## src/rtl/muldiv_unit.sv

```systemverilog
// muldiv_unit: iterative MULT/MULTU/DIV/DIVU unit with private HI/LO registers.
// One shared 2*WIDTH accumulator serves shift-add multiply and restoring divide.
module muldiv_unit #(
  parameter int WIDTH          = 32,
  parameter int BITS_PER_CYCLE = 1
) (
  input  logic             clk,
  input  logic             rst,
  input  logic             start,
  input  logic [1:0]       op,
  input  logic [WIDTH-1:0] A,
  input  logic [WIDTH-1:0] B,
  input  logic             mthi,
  input  logic             mtlo,
  output logic [WIDTH-1:0] hi,
  output logic [WIDTH-1:0] lo,
  output logic             busy,
  output logic             done
);
  localparam int N  = WIDTH / BITS_PER_CYCLE;
  localparam int CW = $clog2(N + 1);
  typedef enum logic [1:0] {IDLE, RUN, FIX} state_t;
  state_t               state_q, state_d;
  logic [CW-1:0]        cnt_q, cnt_d;
  logic                 div_q, div_d, sa_q, sa_d, sb_q, sb_d;
  logic                 busy_q, busy_d, done_q, done_d;
  logic [WIDTH-1:0]     b_q, b_d, hi_q, hi_d, lo_q, lo_d;
  logic [2*WIDTH-1:0]   acc_q, acc_d, step, prod;
  logic [WIDTH:0]       r, r2, s;
  logic                 ge, a_neg, b_neg;
  logic [WIDTH-1:0]     a_abs, b_abs, quo, rem;
  assign hi   = hi_q;
  assign lo   = lo_q;
  assign busy = busy_q;
  assign done = done_q;
  // Low half holds multiplier (mul) or dividend->quotient (div); high half the partial sum/remainder.
  always_comb begin
    a_neg = !op[0] && A[WIDTH-1];
    b_neg = !op[0] && B[WIDTH-1];
    a_abs = a_neg ? -A : A;
    b_abs = b_neg ? -B : B;
    step  = acc_q;
    r     = '0;
    r2    = '0;
    s     = '0;
    ge    = 1'b0;
    for (int i = 0; i < BITS_PER_CYCLE; i++) begin
      if (div_q) begin
        r    = {step[2*WIDTH-1:WIDTH], step[WIDTH-1]};
        ge   = r >= {1'b0, b_q};
        r2   = ge ? r - {1'b0, b_q} : r;
        step = {r2[WIDTH-1:0], step[WIDTH-2:0], ge};
      end else begin
        s    = {1'b0, step[2*WIDTH-1:WIDTH]} + (step[0] ? {1'b0, b_q} : '0);
        step = {s, step[WIDTH-1:1]};
      end
    end
    prod = (sa_q ^ sb_q) ? -acc_q : acc_q;
    quo  = acc_q[WIDTH-1:0];
    rem  = acc_q[2*WIDTH-1:WIDTH];
    state_d = state_q;
    cnt_d   = cnt_q;
    div_d   = div_q;
    sa_d    = sa_q;
    sb_d    = sb_q;
    b_d     = b_q;
    acc_d   = acc_q;
    hi_d    = hi_q;
    lo_d    = lo_q;
    done_d  = 1'b0;
    unique case (state_q)
      IDLE: begin
        if (start) begin
          state_d = RUN;
          cnt_d   = '0;
          div_d   = op[1];
          sa_d    = a_neg;
          sb_d    = b_neg;
          b_d     = b_abs;
          acc_d   = {{WIDTH{1'b0}}, a_abs};
        end else begin
          hi_d = mthi ? A : hi_q;
          lo_d = mtlo ? A : lo_q;
        end
      end
      RUN: begin
        acc_d   = step;
        cnt_d   = (cnt_q == CW'(N - 1)) ? '0 : cnt_q + CW'(1);
        state_d = (cnt_q == CW'(N - 1)) ? FIX : RUN;
      end
      FIX: begin
        state_d = IDLE;
        done_d  = 1'b1;
        // Divide by zero leaves |A| as remainder, so re-signing it restores the raw dividend.
        lo_d = !div_q ? prod[WIDTH-1:0] : (b_q == '0) ? '1 : (sa_q ^ sb_q) ? -quo : quo;
        hi_d = !div_q ? prod[2*WIDTH-1:WIDTH] : sa_q ? -rem : rem;
      end
      default: state_d = IDLE;
    endcase
    busy_d = state_d != IDLE;
  end
  always_ff @(posedge clk or posedge rst) begin
    if (rst) begin
      state_q <= IDLE;
      cnt_q   <= '0;
      div_q   <= 1'b0;
      sa_q    <= 1'b0;
      sb_q    <= 1'b0;
      b_q     <= '0;
      acc_q   <= '0;
      hi_q    <= '0;
      lo_q    <= '0;
      busy_q  <= 1'b0;
      done_q  <= 1'b0;
    end else begin
      state_q <= state_d;
      cnt_q   <= cnt_d;
      div_q   <= div_d;
      sa_q    <= sa_d;
      sb_q    <= sb_d;
      b_q     <= b_d;
      acc_q   <= acc_d;
      hi_q    <= hi_d;
      lo_q    <= lo_d;
      busy_q  <= busy_d;
      done_q  <= done_d;
    end
  end
endmodule
```

## config.mk

```make
export PLATFORM = sky130hd
export DESIGN_NAME = muldiv_unit
export DESIGN_NICKNAME = d
export VERILOG_FILES = /design/src/rtl/muldiv_unit.sv
export SDC_FILE = /design/constraint.sdc
export NUM_CORES = 1
export LEC_CHECK = 0
export ABC_AREA = 1
export BUFFER_PORTS_ARGS = -buffer_cell sky130_fd_sc_hd__buf_2
export CORE_ASPECT_RATIO = 0.5
export CORE_MARGIN = 3
export CORE_UTILIZATION = 30
export CTS_CLUSTER_DIAMETER = 80
export CTS_CLUSTER_SIZE = 28
export DETAILED_ROUTE_END_ITERATION = 7
export MAX_ROUTING_LAYER = met4
export SKIP_CTS_REPAIR_TIMING = 1
export SYNTH_ARGS = -nofsm -noshare
export SYNTH_HDL_FRONTEND = slang
export SYNTH_SLANG_ARGS = --single-unit
```

## constraint.sdc

```tcl
create_clock -name clk -period 6.55 [get_ports clk]
set_clock_uncertainty 0.1 [all_clocks]
set_input_delay 0.655 -clock clk [delete_from_list [all_inputs] [get_ports clk]]
set_output_delay 0.655 -clock clk [all_outputs]
set_load 0.01 [all_outputs]
```

==> impl_metrics.csv, run 1 <==
group,metric,value,unit
worst_setup_path,crit_fanout,34,
synthesis,synthTopCellsByCount,"nand2_1, nor2_1, inv_1",
drt,drc,0,
place,hpwl,59.3,mm
synthesis,synth-edff-count,0,
drt,drt_iter0_drc,2153,
die,rows,61,
power,power_density,483,nW/um^2
cells_and_area,finalNonFillerCells,3820,
synthesis,seq_area_frac_synth,24.9,%
worst_setup_path,cpMaxStageDelayCell,"dfrtp_1",
place,dp.cells,3788,
cells_and_area,antenna_cells,0,
grt,globalRouteOverflowTotal,0,
worst_setup_path,critPathKind,"flop to flop",
cts,tritoncts,"built",
grt,track_usage,24.7,%
die,ios,137,
drt,ant_nets,0,
cells_and_area,n_fill_cell,6377,
grt,antenna_found_initial,1,
synthesis,yosysMostFrequentCell,"nand2_1",
die,fp.dieH,176,um
cts,cts_root_buf,"clkbuf_16",
place,globalplace.congestion,1.01,
synthesis,async_flop_share,100,%
synthesis,syn_nets,3114,
power,leakagePower,9.69,nW
cts,h-tree-depth,4,
cts,cts.sinks,173,
worst_setup_path,r2r_end,"acc_q[61]",
sta,drv_slew,0,
place,place_area,18800,sq um
power,vdd_drop_max,0.228,mV
flow_run,drv_cap,0,
synthesis,synth_cells,2972,
worst_setup_path,worstPathRequired,6.82,ns
cells_and_area,finish.utilization,34.4,%
drt,vias_per_cell,5.27,
cells_and_area,final_nets,3193,
cells_and_area,final_cell_area,19400,sq um
synthesis,synth_top_area_share,24.9,%
grt,grt_max_degree,109,
sta,tns,0,ns
cts,clk_latency,0.48,ns
die,core,56400,sq um
sta,rsz0062_at_grt,"no",
cts,cts.clk_slew.worst_paths,0.08,ns
sta,maxSlewHeadroom,13.2,%
worst_setup_path,crit_path_max_incr_delay,1.08,ns
drt,wirelength,74.9,mm
worst_setup_path,cp_common_cell,"nand2_1",
worst_setup_path,r2r-start,"acc_q[0]",
cts,clock_path_buffers,2,
drt,dr.pass1.iters,6,
cts,cts-buffers-inserted,17,
grt,grt_pass1_wl,112,mm
drt,wl_per_cell,19.6,um
cells_and_area,drive_above_1_share,7.87,%
synthesis,ys_types,51,
sta,fin_crit,3.64,ns
worst_setup_path,worstSetupEndpointType,"flop",
worst_setup_path,worst-r2r-cell-count,19,
synthesis,synth.area.top_cells,"dfrtp_1, nand2_1, nor2_1",
synthesis,syn_area_per_cell,5.85,sq um
sta,fin_crit_sh,55.6,%
die,die_x,346,um
worst_setup_path,arrival,3.92,ns
sta,hold_viol,0,
power,p_total,9.37,mW
cells_and_area,area_delta_synth_final,11.5,%
outcome,status,"complete, no violations",
min_path,hold_class,"primary input to asynchronous set/reset pin",
synthesis,synth_flop_cell,"dfrtp_1",
drt,num_vias,20100,
sta,setup_viol,0,
worst_setup_path,cp-start-kind,"flop",
sta,fin_hold_ws,0.186,ns
sta,fmax,275,MHz
place,placement.io_buffers,136,
synthesis,ys_ff_latch,173,
worst_setup_path,crit_start,"acc_q[0]",
worst_setup_path,crit_chain,"nand2_1 -> inv_1 -> ha_1 -> inv_1 -> fa_1 -> inv_1 -> nand2_1 -> o21ai_0 -> nand2_1 -> nand2_1 -> nand2_1 -> nand2_1 -> nand2_1 -> nand3_1 -> nand3_1 -> nand2_1 -> inv_1 -> nand2_1 -> nand2_1",
synthesis,synthesis.area,17400,sq um
die,die_area,61000,sq um
sta,tightest_slew,1.30,ns
place,dpl_worst_slack,2.95,ns
worst_setup_path,rrSetupSlack,2.91,ns
grt,grt_pass1_vias,18500,
die,initial_core_util,30.8,%
worst_setup_path,crit_end,"acc_q[61]",
synthesis,yosys_warnings,0,
synthesis,synth_top_area_cell,"dfrtp_1",
sta,setup_ws,2.91,ns
==> worst max-delay path, delay by kind of cell, from the launching register on <==
family	cells	cell delay, ns
flip-flops	1	1.08
adder cells (fa/ha/maj)	2	0.58
AO/OA/AOI/OAI	1	0.40
AND/OR/NAND/NOR	12	1.06
buffers and inverters	4	0.32
==> sequential cells by signal (all words and copies together), names as in the netlist <==
signal   flops
acc_q       64
b_q         32
hi          32
lo          32
cnt_q        6
state_q      2
busy         1
div_q        1
done         1
sa_q         1
sb_q         1
==> final cells by class <==
cell class              instances  area (sq um)  area share (%)
repair buffers                153           808            4.17
inverters                     378          1430            7.36
clock inverters                14           174           0.897
well taps                     756           946            4.88
clock buffers                  18           429            2.21
multi-input cells            2328         11300            58.1
flip-flops and latches        173          4330            22.3
==> where the power goes <==
| part | internal [mW] | total, mW | switching (mW) | leakage (nW) |
|---|---|---|---|---|
| clock network | 0.580 | 1.14 | 0.559 | 0.296 |
| registers | 1.46 | 2.20 | 0.737 | 2.01 |
| logic | 1.97 | 6.03 | 4.06 | 7.38 |
==> per-layer routing <==
| metal | track usage, % | part of all wire [%] | vias to the layer above |
|---|---|---|---|
| li1 | - | - | 9768 |
| met1 | 34.3 | 46 | 9388 |
| met2 | 37.9 | 43 | 843 |
| met3 | 3.07 | 7.9 | 114 |
| met4 | 7.13 | 2.9 | 0 |
| met5 | - | 0 | - |
==> layout by cell type, fill, tap and decap left out, types with 26 or more instances in the layout <==
master	n
xor2_1	35
dfrtp_1	172
o21ai_0	196
a31oi_1	35
buf_2	136
nand4_1	48
nand3_1	259
a21oi_1	194
inv_1	365
nand3b_1	26
ha_1	69
nor2_1	403
nand2_1	893
==> how the worst min path moves through the flow <==
| stage | start | to | slack, ns | cells after the start |
|---|---|---|---|---|
| after floorplan | b_q[10] | b_q[10] | 0.37 | 2 |
| after global placement | lo[30] | lo[30] | 0.36 | 2 |
| after detailed placement | lo[29] | lo[29] | 0.37 | 2 |
| after CTS | rst | lo[7] | 0.23 | 2 |
| after global routing | rst | lo[7] | 0.25 | 2 |
| final | rst | lo[7] | 0.19 | 2 |
==> cell families after synthesis <==
logic type	after synthesis	synth area share, %
AND/OR/NAND/NOR	1702	41.1
adder cells (fa/ha/maj)	71	5.20
buffers and inverters	471	10.5
AO/OA/AOI/OAI	501	15.6
XOR/XNOR	54	2.76
flip-flops	173	24.9
Power figures use the tool's default switching activity.
==> run 2: changes to the inputs <==
==> constraint.sdc (replaced) <==
create_clock -name clk -period 3.34 [get_ports clk]
set_clock_uncertainty 0.1 [all_clocks]
set_input_delay 0.334 -clock clk [delete_from_list [all_inputs] [get_ports clk]]
set_output_delay 0.334 -clock clk [all_outputs]
set_load 0.01 [all_outputs]
==> run 2 against run 1 <==
Final area rose by 2.8%. Total power rose by 100%. Clock power rose by 93%. Cell count rose by 1.6%. Sequential share of layout area fell by 0.61 points. Die area did not move. Worst setup slack got worse by 2.7 ns. Largest cell class unchanged.
==> impl_metrics.csv, run 2 (synthesized netlist as in run 1, its figures left out) <==
group,metric,value,unit
sta,rsz0062_at_grt,"no",
die,core,56400,sq um
place,globalplace.congestion,1.00,
cells_and_area,largest_reg_flops,64,
sta,fin_hold_ws,0.0458,ns
cells_and_area,final_cell_area,19900,sq um
die,fp.dieH,176,um
drt,wl_per_cell,20.2,um
cts,cts.sinks,173,
grt,grt_max_degree,84,
sta,maxSlewHeadroom,38.5,%
cells_and_area,final_nets,3255,
place,dp.cells,3848,
die,initial_core_util,30.8,%
cts,clock_path_buffers,2,
cts,cts_root_buf,"clkbuf_16",
worst_setup_path,cp-start-kind,"flop",
drt,dr.pass1.iters,7,
place,placement.io_buffers,136,
power,p_clk_share,11.6,%
grt,grt_pass1_vias,19200,
min_path,hold_class,"primary input to flop",
sta,tightest_slew,0.921,ns
outcome,status,"complete, no violations",
cells_and_area,layout_commonest_cell,"nand2_1",
cts,cts.clk_slew.worst_paths,0.08,ns
sta,hold_viol,0,
place,hpwl,62.9,mm
place,dpl_worst_slack,0.254,ns
worst_setup_path,critPathKind,"flop to flop",
worst_setup_path,arrival,3.43,ns
cells_and_area,layout_common_cells,"nand2_1, nor2_1, inv_1",
sta,setup_ws,0.191,ns
power,p_seq_share,20.8,%
sta,tns,0,ns
power,power_density,951,nW/um^2
sta,fin_crit_sh,94.3,%
grt,grt_pass1_wl,118,mm
die,ios,137,
grt,track_usage,26.2,%
power,p_comb_share,67.6,%
cells_and_area,area_delta_synth_final,14.7,%
power,vdd_drop_max,0.470,mV
worst_setup_path,worstPathRequired,3.62,ns
sta,fin_crit,3.15,ns
worst_setup_path,crit_fanout,24,
cells_and_area,finish.utilization,35.3,%
sta,fmax,318,MHz
cells_and_area,antenna_cells,0,
power,switching_power,10.7,mW
drt,num_vias,20300,
drt,vias_per_cell,5.23,
power,intPower,8.21,mW
power,leakagePower,10.0,nW
cts,clk_latency,0.48,ns
cells_and_area,drive_above_1_share,9.63,%
flow_run,drv_cap,0,
drt,wirelength,78.6,mm
drt,ant_nets,0,
sta,drv_slew,0,
die,die_x,346,um
cells_and_area,finalNonFillerCells,3882,
drt,drc,0,
worst_setup_path,worstSetupEndpointType,"flop",
sta,setup_viol,0,
cts,h-tree-depth,4,
power,power.share.switching,56.7,%
cells_and_area,n_fill_cell,6335,
cells_and_area,top_register,"acc_q",
power,p_total,18.9,mW
die,rows,61,
place,place_area,19300,sq um
grt,globalRouteOverflowTotal,0,
die,die_area,61000,sq um
grt,antenna_found_initial,0,
drt,drt_iter0_drc,2200,
cts,cts-buffers-inserted,17,
cts,tritoncts,"built",
run 2: layout make-up:
class / count / area, sq um / area share [%]
Clock inverter: 13 / 151 / 0.760
Inverter: 378 / 1420 / 7.14
Tap cell: 756 / 946 / 4.75
Timing Repair Buffer: 215 / 1370 / 6.85
Clock buffer: 19 / 443 / 2.22
Sequential cell: 173 / 4330 / 21.7
Multi-Input combinational cell: 2328 / 11300 / 56.5
run 2: worst max-delay path, stage by stage, from the launching register on:
cell     delay, ns
dfrtp_1       0.42
inv_1         0.12
ha_1          0.38
a21oi_1       0.36
nand2_1       0.16
a21oi_1       0.21
nand3_2       0.22
nand2_4       0.17
nand2_4       0.12
nor2_4        0.09
buf_4         0.29
nand2_1       0.19
nand4_1       0.13
nand2_1       0.07
run 2: metal layers:
| layer | vias to the layer above | global-route usage [%] | wire [um] |
|---|---|---|---|
| met3 | 131 | 3.39 | 5860 |
| met2 | 808 | 40.2 | 33800 |
| li1 | 9887 | - | - |
| met5 | - | - | 0 |
| met4 | 0 | 9.11 | 2790 |
| met1 | 9472 | 35.7 | 36000 |
run 2: power by group through the flow:
| stage | clock network [mW] | registers (mW) | logic [mW] |
|---|---|---|---|
| 2_1_floorplan | 0 | 3.67 | 8.30 |
| 3_3_place_gp | 0 | 3.91 | 12.5 |
| 3_5_place_dp | 0 | 3.91 | 12.5 |
| 4_1_cts | 2.23 | 3.88 | 12.6 |
| 5_1_grt | 2.30 | 4.01 | 14.2 |
| 6_report | 2.20 | 3.94 | 12.8 |
run 2: final timing paths:
path	slack [ns]	startpoint	depth (start not counted)	end
worst max-delay path	0.19	b_q[16]	13	acc_q[47]
worst min-delay path	0.05	A[21]	3	lo[21]
worst min register to register	0.39	lo[2]	2	lo[2]
worst max register to register	0.19	b_q[16]	13	acc_q[47]
max in group asynchronous	1.88	rst	4	lo[25]
min in group asynchronous	0.32	rst	3	lo[2]
